## config.mk

```make
export PLATFORM = sky130hd
export DESIGN_NAME = cdc_line_echo
export DESIGN_NICKNAME = d
export VERILOG_FILES = /design/src/rtl/cdc_line_echo.sv
export SDC_FILE = /design/constraint.sdc
export NUM_CORES = 1
export LEC_CHECK = 0
export ABC_AREA = 1
export CAP_MARGIN = 40
export CORE_UTILIZATION = 56
export CTS_CLUSTER_DIAMETER = 30
export CTS_CLUSTER_SIZE = 8
export DETAILED_ROUTE_END_ITERATION = 16
export PLACE_DENSITY_LB_ADDON = 0.08
export SYNTH_ARGS = -nofsm -noshare
export SYNTH_HDL_FRONTEND = slang
export SYNTH_SLANG_ARGS = --single-unit
```

## constraint.sdc

```tcl
create_clock -name clk_i -period 2.93 [get_ports clk_i]
set_clock_uncertainty 0.05 [all_clocks]
set_input_delay 0.586 -clock clk_i [delete_from_list [all_inputs] [get_ports clk_i]]
set_output_delay 0.586 -clock clk_i [all_outputs]
set_load 0.005 [all_outputs]
```

## src/rtl/cdc_line_echo.sv

```systemverilog
// Line-buffered echo endpoint for the USB CDC core: collects OUT bytes (uppercased)
// until an end-of-line byte or a full buffer, then streams the line back on IN.
module cdc_line_echo #(
  parameter int         BUF_DEPTH = 32,
  parameter logic [7:0] EOL_CHAR  = 8'h0D,
  parameter bit         APPEND_LF = 1'b1
) (
  input  logic       clk_i,
  input  logic       rst_i,
  input  logic [7:0] out_data_i,
  input  logic       out_valid_i,
  output logic       out_ready_o,
  output logic [7:0] in_data_o,
  output logic       in_valid_o,
  input  logic       in_ready_i,
  output logic       busy_o
);

  localparam int PW = $clog2(BUF_DEPTH);
  localparam int CW = PW + 1;
  localparam logic [CW-1:0] FULL = CW'(BUF_DEPTH);

  typedef enum logic [1:0] {
    ST_RX,
    ST_TX_DATA,
    ST_TX_CR,
    ST_TX_LF
  } state_t;

  function automatic logic [7:0] to_upper(input logic [7:0] b);
    return (b >= 8'h61 && b <= 8'h7A) ? b - 8'h20 : b;
  endfunction

  state_t          state, state_d;
  logic [CW-1:0]   count, count_d, count_inc;
  logic [PW-1:0]   rd_ptr, rd_ptr_d, rd_addr;
  logic            eol, eol_d;
  logic            in_valid_d;
  logic [7:0]      in_data_d;
  logic            wr_en, rd_load;
  logic            rx_fire, tx_fire, last_byte;

  logic [7:0] mem [BUF_DEPTH];

  assign out_ready_o = (state == ST_RX) && !rst_i;
  assign busy_o      = (state != ST_RX);
  assign rx_fire     = out_valid_i && out_ready_o;
  assign tx_fire     = in_valid_o && in_ready_i;
  assign count_inc   = count + CW'(1);
  // TX_DATA is only entered with at least one stored byte, so count-1 never underflows.
  assign last_byte   = ({1'b0, rd_ptr} == (count - CW'(1)));

  // NOTE: every variable gets a default before the case so no path leaves one
  // unassigned; otherwise synthesis infers a latch.
  always_comb begin
    state_d    = state;
    count_d    = count;
    rd_ptr_d   = rd_ptr;
    eol_d      = eol;
    in_valid_d = in_valid_o;
    in_data_d  = in_data_o;
    wr_en      = 1'b0;
    rd_load    = 1'b0;
    rd_addr    = rd_ptr;

    case (state)
      ST_RX: begin
        if (rx_fire) begin
          if (out_data_i == EOL_CHAR) begin
            eol_d   = 1'b1;
            state_d = (count == '0) ? ST_TX_CR : ST_TX_DATA;
          end else begin
            wr_en   = 1'b1;
            count_d = count_inc;
            if (count_inc == FULL) begin
              eol_d   = 1'b0;
              state_d = ST_TX_DATA;
            end
          end
        end
      end

      ST_TX_DATA: begin
        if (!in_valid_o) begin
          // Bubble cycle: the registered buffer read fills the output register.
          rd_load    = 1'b1;
          in_valid_d = 1'b1;
        end else if (tx_fire) begin
          if (last_byte) begin
            rd_ptr_d = '0;
            count_d  = '0;
            if (eol) begin
              state_d   = ST_TX_CR;
              in_data_d = 8'h0D;
            end else begin
              state_d    = ST_RX;
              in_valid_d = 1'b0;
            end
          end else begin
            // Fetch the next byte at the transfer edge to keep the stream gap-free.
            rd_ptr_d = rd_ptr + PW'(1);
            rd_addr  = rd_ptr + PW'(1);
            rd_load  = 1'b1;
          end
        end
      end

      ST_TX_CR: begin
        if (!in_valid_o) begin
          in_valid_d = 1'b1;
          in_data_d  = 8'h0D;
        end else if (tx_fire) begin
          if (APPEND_LF) begin
            state_d   = ST_TX_LF;
            in_data_d = 8'h0A;
          end else begin
            state_d    = ST_RX;
            in_valid_d = 1'b0;
          end
        end
      end

      ST_TX_LF: begin
        if (tx_fire) begin
          state_d    = ST_RX;
          in_valid_d = 1'b0;
        end
      end

      default: state_d = ST_RX;
    endcase
  end

  // NOTE: sequential state uses non-blocking assignments so every register
  // samples pre-edge values, independent of statement order.
  always_ff @(posedge clk_i) begin
    if (rst_i) begin
      state      <= ST_RX;
      count      <= '0;
      rd_ptr     <= '0;
      eol        <= 1'b0;
      in_valid_o <= 1'b0;
      in_data_o  <= 8'h00;
    end else begin
      state      <= state_d;
      count      <= count_d;
      rd_ptr     <= rd_ptr_d;
      eol        <= eol_d;
      in_valid_o <= in_valid_d;
      in_data_o  <= rd_load ? mem[rd_addr] : in_data_d;
    end
  end

  // NOTE: the line buffer is not reset; count gates what is ever read, and a
  // reset-free array maps onto block RAM.
  always_ff @(posedge clk_i) begin
    if (wr_en) mem[count[PW-1:0]] <= to_upper(out_data_i);
  end

endmodule

```

==> summary.md, run 1 <==
| Metric | Value |
|---|---|
| Met2 usage | 48.7% |
| Num CTS Buffers | 56 |
| Synth Instances | 1080 |
| RSZ-0062 raised after global routing | yes |
| Peak VDD IR | around 0.58 mV |
| DP Cell Count | ~1400 |
| Most numerous cell in the Yosys netlist | edfxtp_1 |
| Crit share post-route | 107% |
| Top Ports | 23 |
| TritonCTS clock tree | done |
| Post-synth cell types | 36 |
| Post-DP HPWL | approximately 21000 um |
| DR vias/cell | between 5 and 6 |
| Post-synth ARST share | 0% |
| Worst Path Arrival | 3.51 ns |
| Most frequent cells after synthesis | edfxtp_1, nand2_1, inv_1 |
| Worst setup SP type | flip-flop |
| Non-filler instance count after layout | approximately 1600 |
| Slew headroom | about two fifths |
| Hold Path Cell Cnt | 2 |
| # H-tree levels | 2 |
| Total of max-cap violations | 0 |
| Violated checks | setup timing |
| CP max-delay cell | dfxtp_2 |
| Router iterations before antenna repair | 6 |
| Yosys top cell area share | 61.6% |
| Number of synthesized register bits | ~280 |
| Post-synthesis sequential area ratio | 65.3% |
| Post-route ant nets | 0 |
| First-pass GRT wire length | about 50000 um |
| Synth area leader | edfxtp_1 |
| Vias in the first global route | approximately 8600 |
| Pin count of the biggest net entering global routing | 35 |
| Rows | 54 |
| Least-Margin Pin Slew | between 0.8 and 0.9 ns |
| ANT cells | 0 |
| Min-Delay Path Class | reg -> reg |
| Hold Violations, Final | 0 |
| GRT Max-Usage Layer | met2 |
| Std-Cell Core Area | between 0.02 and 0.025 mm2 |
| Switching share of total power | 20.3% |
| DRC viols | 0 |
| Final worst slack | -0.208 ns |
| Internal Power | 8.55 mW |
| IO Port Bufs | 22 |
| Final setup fails | 8 |
| Reg2reg setup slack | -0.21 ns |
| Max-slew violations | 0 |
| Mean Syn Cell Area | between 10 and 15 um2 |
| 1st-iter DRT viols | about 1200 |
| Fin nets | between 1000 and 1500 |
| Die area | 0.0229 mm2 |
| Power Density | 658 mW/mm2 |
| Seq pwr share | roughly two fifths |
| Syn Nets | between 1000 and 1500 |
| Met3 Usage GRT | 5.87% |
| DR vias | about 9100 |
| Setup_tns | -1.42 ns |
| Static Leakage | ~6 nW |
| Post-placement setup slack | -0.212 ns |
| Area growth syn-to-layout | 30.6% |
| Clock power share | a little under three fifths |
| TritonCTS Sinks | ~280 |
| FF-to-FF path depth | 23 |
| Gpl congestion | between 0.9 and 1 |
| Clock buffer depth | 3 |
| Warnings from Yosys | 0 |
| Hold_buf cts | 0 |
| Share of cells above drive strength 1 | between 20% and 30% |
| Critical path fanouts, max | 7 |
| Comb power frac | 2.2% |
| CP peak stage delay | ~0.35 ns |
| Predominant post-synthesis flop cell | edfxtp_1 |
| Clk root buf | clkbuf_16 |
| Switching Power | between 2 and 2.5 mW |
| Antenna violations before repair | 0 |
| EDFF count, synth | around 260 |
| Crit-path cells | inv_4 -> ha_4 -> inv_2 -> nand2_1 -> nand2_1 -> nor2_1 -> nand2_1 -> nor2_2 -> nand3_2 -> ha_4 -> o21ai_4 -> buf_6 -> buf_12 -> buf_16 -> buf_8 -> mux2i_1 -> inv_1 -> nand2_2 -> o211ai_1 -> nand3_1 -> nand3_2 -> nand3_2 -> a21oi_1 |
| Chip width | between 150 and 200 um |
| Pwr Total | between 10 and 15 mW |
| Clk_lat worst skew | approximately 0.55 ns |
| Grt ovf | 0 |
| Outcome | finished, violations left |
| Initial Utilization | between 50% and 60% |
| WS Path Type | reg -> reg |
| Wirelength per Cell | 21.9 um |
| Synth area leaders | edfxtp_1, nand2_1, nand3_1 |
| Final wirelength | roughly 34000 um |
| Cell area after synthesis | roughly 0.012 mm2 |
| Min cycle time layout | 3.14 ns |
| Die Ht | around 150 um |
| Number of fill cells | roughly 1400 |
| Gr usage total | 30.2% |
| Layout Utilization | 74.7% |
| CP endpoint kind | flip-flop |
| Max Fclk | ~320 MHz |
| Reg clk slew, reported paths | 0.05 ns |
| CP Data Required Time | between 3 and 4 ns |
| Global Route met1 Usage | ~41% |
path summary, 6_finish.rpt:
check / from / end
worst max-delay path: count[0] / in_data_o[7]
worst min-delay path: in_data_o[2] / in_data_o[2]
worst max register to register: count[0] / in_data_o[7]
worst min register to register: in_data_o[2] / in_data_o[2]
power groups by stage:
| stage | sequential, mW | clock [mW] | combinational (mW) |
|---|---|---|---|
| 2_1_floorplan | 4.45 | 0 | 0.0770 |
| 3_3_place_gp | 4.45 | 0 | 0.219 |
| 3_5_place_dp | 4.45 | 0 | 0.220 |
| 4_1_cts | 4.38 | 6.13 | 0.229 |
| 5_1_grt | 4.37 | 6.34 | 0.249 |
| 6_report | 4.38 | 6.12 | 0.234 |
stage by stage:
| stage | hold WS [ns] | area, um2 |
|---|---|---|
| after CTS | 0.421 | 16100 |
| after detailed placement | 0.417 | 13700 |
| after global placement | 0.424 | 13700 |
| after floorplan | 0.400 | 12500 |
| final | 0.426 | 16300 |
| after global routing | 0.441 | 16300 |
what timing repair did:
action | in CTS | in global routing
endpoints found under the setup margin | 8 | 8
gates cloned | 6 | 3
resized for setup | 56 | 57
pin swaps | 20 | 28
setup buffers | 14 | 7
layer usage:
metal | part of all wire (%) | vias up
met1 | 40 | 4445
met2 | 49 | 436
met4 | 2.6 | 0
met5 | 0 | -
met3 | 8.5 | 81
li1 | - | 4110
registers in the layout, summed over array words and instances, names as in the netlist:
signal      flops
rd_ptr          5
state           2
in_data_o       8
in_valid_o      1
count           6
mem           256
eol             1
layout by cell type, fill, tap and decap left out, types with 6 or more instances in the layout:
master / instances
edfxtp_1: 256
nand2_1: 179
inv_1: 119
buf_4: 83
nand3_1: 76
nor2_1: 66
clkbuf_16: 61
mux2i_1: 49
o211ai_1: 36
nand3_2: 36
o21ai_0: 36
a21oi_1: 27
mux2_2: 24
clkdlybuf4s50_1: 22
dfxtp_1: 21
buf_12: 21
nand3b_1: 15
o21ai_1: 14
clkinvlp_4: 11
clkbuf_1: 11
nand2_2: 10
inv_2: 10
mux2_4: 10
clkinv_2: 8
ha_1: 6
buf_6: 6
worst max-delay path: cells and delay by family, from the launching register on:
| kind | cells | cell delay, ns |
|---|---|---|
| AO/OA/AOI/OAI | 3 | 0.33 |
| AND/OR/NAND/NOR | 10 | 0.88 |
| buffers and inverters | 7 | 0.69 |
| adder cells (fa/ha/maj) | 2 | 0.51 |
| multiplexers | 1 | 0.17 |
| flip-flops | 1 | 0.35 |
cells by family after synthesis:
kind of cell	synth area share (%)
compound gates	5.94
xor+xnor	0.211
fa+ha+maj	0.903
buf+inv	6.36
flops	65.3
mux	7.00
simple gates	14.3
final cells by class:
type	count	area (um2)	share of cell area, %
clock inverter	31	317	1.94
sequential	279	8150	50.0
tap	280	350	2.15
multi-input combinational	622	3840	23.6
clock buffer	72	1530	9.41
inverter	131	497	3.05
timing repair buffer	144	1600	9.84
Power figures use the tool's default switching activity.
==> inputs of run 2 (changes only) <==
--- a/config.mk
+++ b/config.mk
@@ -7,6 +7,7 @@
 export LEC_CHECK = 0
 export ABC_AREA = 1
 export CAP_MARGIN = 40
+export CORE_MARGIN = 1
 export CORE_UTILIZATION = 56
 export CTS_CLUSTER_DIAMETER = 30
 export CTS_CLUSTER_SIZE = 8
==> results of run 2 <==
Final layout, timing and power as in run 1 (identical DEF).
==> inputs of run 3 (changes only) <==
--- a/config.mk
+++ b/config.mk
@@ -12,6 +12,7 @@
 export CTS_CLUSTER_DIAMETER = 30
 export CTS_CLUSTER_SIZE = 8
 export DETAILED_ROUTE_END_ITERATION = 16
+export HOLD_SLACK_MARGIN = 0.05
 export PLACE_DENSITY_LB_ADDON = 0.08
 export SYNTH_ARGS = -nofsm -noshare
 export SYNTH_HDL_FRONTEND = slang
==> results of run 3 <==
Final layout, timing and power as in run 1 (identical DEF).
==> RTL change (config.mk and constraints of run 3) <==
Set the parameter `BUF_DEPTH` to 64 (it was 32).
--- a/src/rtl/cdc_line_echo.sv
+++ b/src/rtl/cdc_line_echo.sv
@@ -2,5 +2,5 @@
 // until an end-of-line byte or a full buffer, then streams the line back on IN.
 module cdc_line_echo #(
-  parameter int         BUF_DEPTH = 32,
+  parameter int         BUF_DEPTH = 64,
   parameter logic [7:0] EOL_CHAR  = 8'h0D,
   parameter bit         APPEND_LF = 1'b1
Formal check against the unedited RTL: no difference found for any inputs over 4 cycles, from zero or initial values and one cycle with rst_i high; that may be too few to reach the edited logic, so the function may still have changed.
==> RTL change against run 3 <==
The flow still finishes with violations (negative setup slack); power rose by 97%; worst setup slack worse by 270 ps; sequential cell count rose by 258; routed wire length up 89%; cell area rose by 82%; sequential power grew 93%; global-route usage increased by 0.088 points; critical path depth down 3; area after synthesis up 87%; first-iteration DRC count grew 66%.
==> RTL change: results (changes against run 3) <==
Layout
  • Nets: 2093 (was 1255)
  • Non-clk buf share: 7.596% (was 9.843%)
  • Inverters: 177 (was 131)
  • Final core occ: 72.41% (was 74.68%)
  • #MultiIn Comb: 1049 (was 622)
  • Final cell count without fillers: 2696 (was 1559)
  • Fraction of final layout cells sized beyond drive strength 1: 22.55% (was 25.18%)
  • Register Area: 0.01588 mm² (was 0.008150 mm²)
  • # clk buffers: 130 (was 72)
  • Clock buf/inv share: 12.54% (was 11.36%)
  • Multi-input combinational area share: 21.92% (was 23.59%)
  • Max FFs per register: 512 (was 256)
  • Bufs w/o clock: 203 (was 144)
  • Seq area share: 53.47% (was 50.01%)

Worst hold path
  • Hold Path End: eol (was in_data_o[2])

Synth
  • Synth top area cells: edfxtp_1 (66%), nand2_1 (4.6%), o211ai_1 (4.5%) (was edfxtp_1 (62%), nand2_1 (5.6%), nand3_1 (4.5%))
  • Syn Area/Cell: 12.50 µm² (was 11.55 µm²)
  • Synth top cells by count: edfxtp_1 (512), nand2_1 (285), nand3_1 (199), inv_1 (163), o211ai_1 (140) (was edfxtp_1 (256), nand2_1 (187), inv_1 (126), nand3_1 (112), nor2_1 (66))
  • Syn Nets: 1887 (was 1101)
  • Yosys reg bits: 537 (was 279)
  • Post-synth EDFFs: 512 (was 256)
  • Seq/Total Area, Yosys: 67.93% (was 65.30%)
  • Post-synth cell types: 43 (was 36)

GRT
  • First-pass GRT wire length: 93.54 mm (was 49.97 mm)
  • Pin count of the biggest net entering global routing: 67 (was 35)
  • GRT Resource Usage Total: 30.29% (was 30.20%)

Outcome
  • Status: complete, but fails checks (unchanged)
  • Violated checks: negative setup slack (unchanged)

Placement
  • Placed Instances: 2469 (was 1431)
  • DP Area: 0.02518 mm² (was 0.01373 mm²)
  • RePlAce Congestion: 0.9169 (was 0.9441)
  • Hpwl dp: 37.48 mm (was 20.64 mm)

Timing
  • Crit path setup slack, layout: -473.7 ps (was -208.2 ps)
  • Worst hold slack: 479.2 ps (was 426.3 ps)
  • Setup TNS: -3398 ps (was -1419 ps)
  • Endpoints failing setup: 8 (unchanged)
  • Worst-Margin Slew: 904.5 ps (was 867.7 ps)

Power
  • VDD IR max: 0.7563 mV (was 0.5755 mV)
  • Power share of the clock group: 58.4% (was 57.0%)
  • Cell leakage power: 10.43 nW (was 5.989 nW)
  • Total power: 21.19 mW (was 10.73 mW)
  • P_seq: 8.46 mW (was 4.38 mW)

Worst setup path
  • Worst endpoint data arrival time: 3850 ps (was 3510 ps)
  • Worst-path maximum fanout: 13 (was 7)
  • CP max stage cell: mux2_2 (was dfxtp_2)
  • R2R cell count: 20 (was 23)

Detailed routing
  • Vias: 16057 (was 9072)
  • DRT iter0 DRCs: 1945 (was 1170)

Clocking
  • Num CTS Buffers: 108 (was 56)
-- RTL change: repair_timing --
item / in CTS / in global routing
buffers inserted: 2 / 18
pin swaps: 0 / 32
resized for setup: 3 / 82
gates cloned: 0 / 10
setup endpoints to repair: 8 / 47
-- RTL change: per-layer routing --
layer | vias to the layer above | share of wire, % | global-route usage [%]
met5 | - | 0 | 0
met3 | 144 | 9.1 | 6.465
met4 | 0 | 3.4 | 12.58
met1 | 7883 | 41 | 42.26
met2 | 818 | 47 | 46.22
li1 | 7212 | - | -
-- RTL change: kinds of logic (layout without fill, tap and decap cells) --
group,Yosys count,count (layout),synth area share (%)
AND/OR/NAND/NOR,620,620,11.68
flip-flops,537,537,67.93
buffers and inverters,284,578,5.611
AO/OA/AOI/OAI,263,263,7.319
multiplexers,156,156,7.003
adder cells (fa/ha/maj),5,5,0.2677
XOR/XNOR,5,5,0.1874
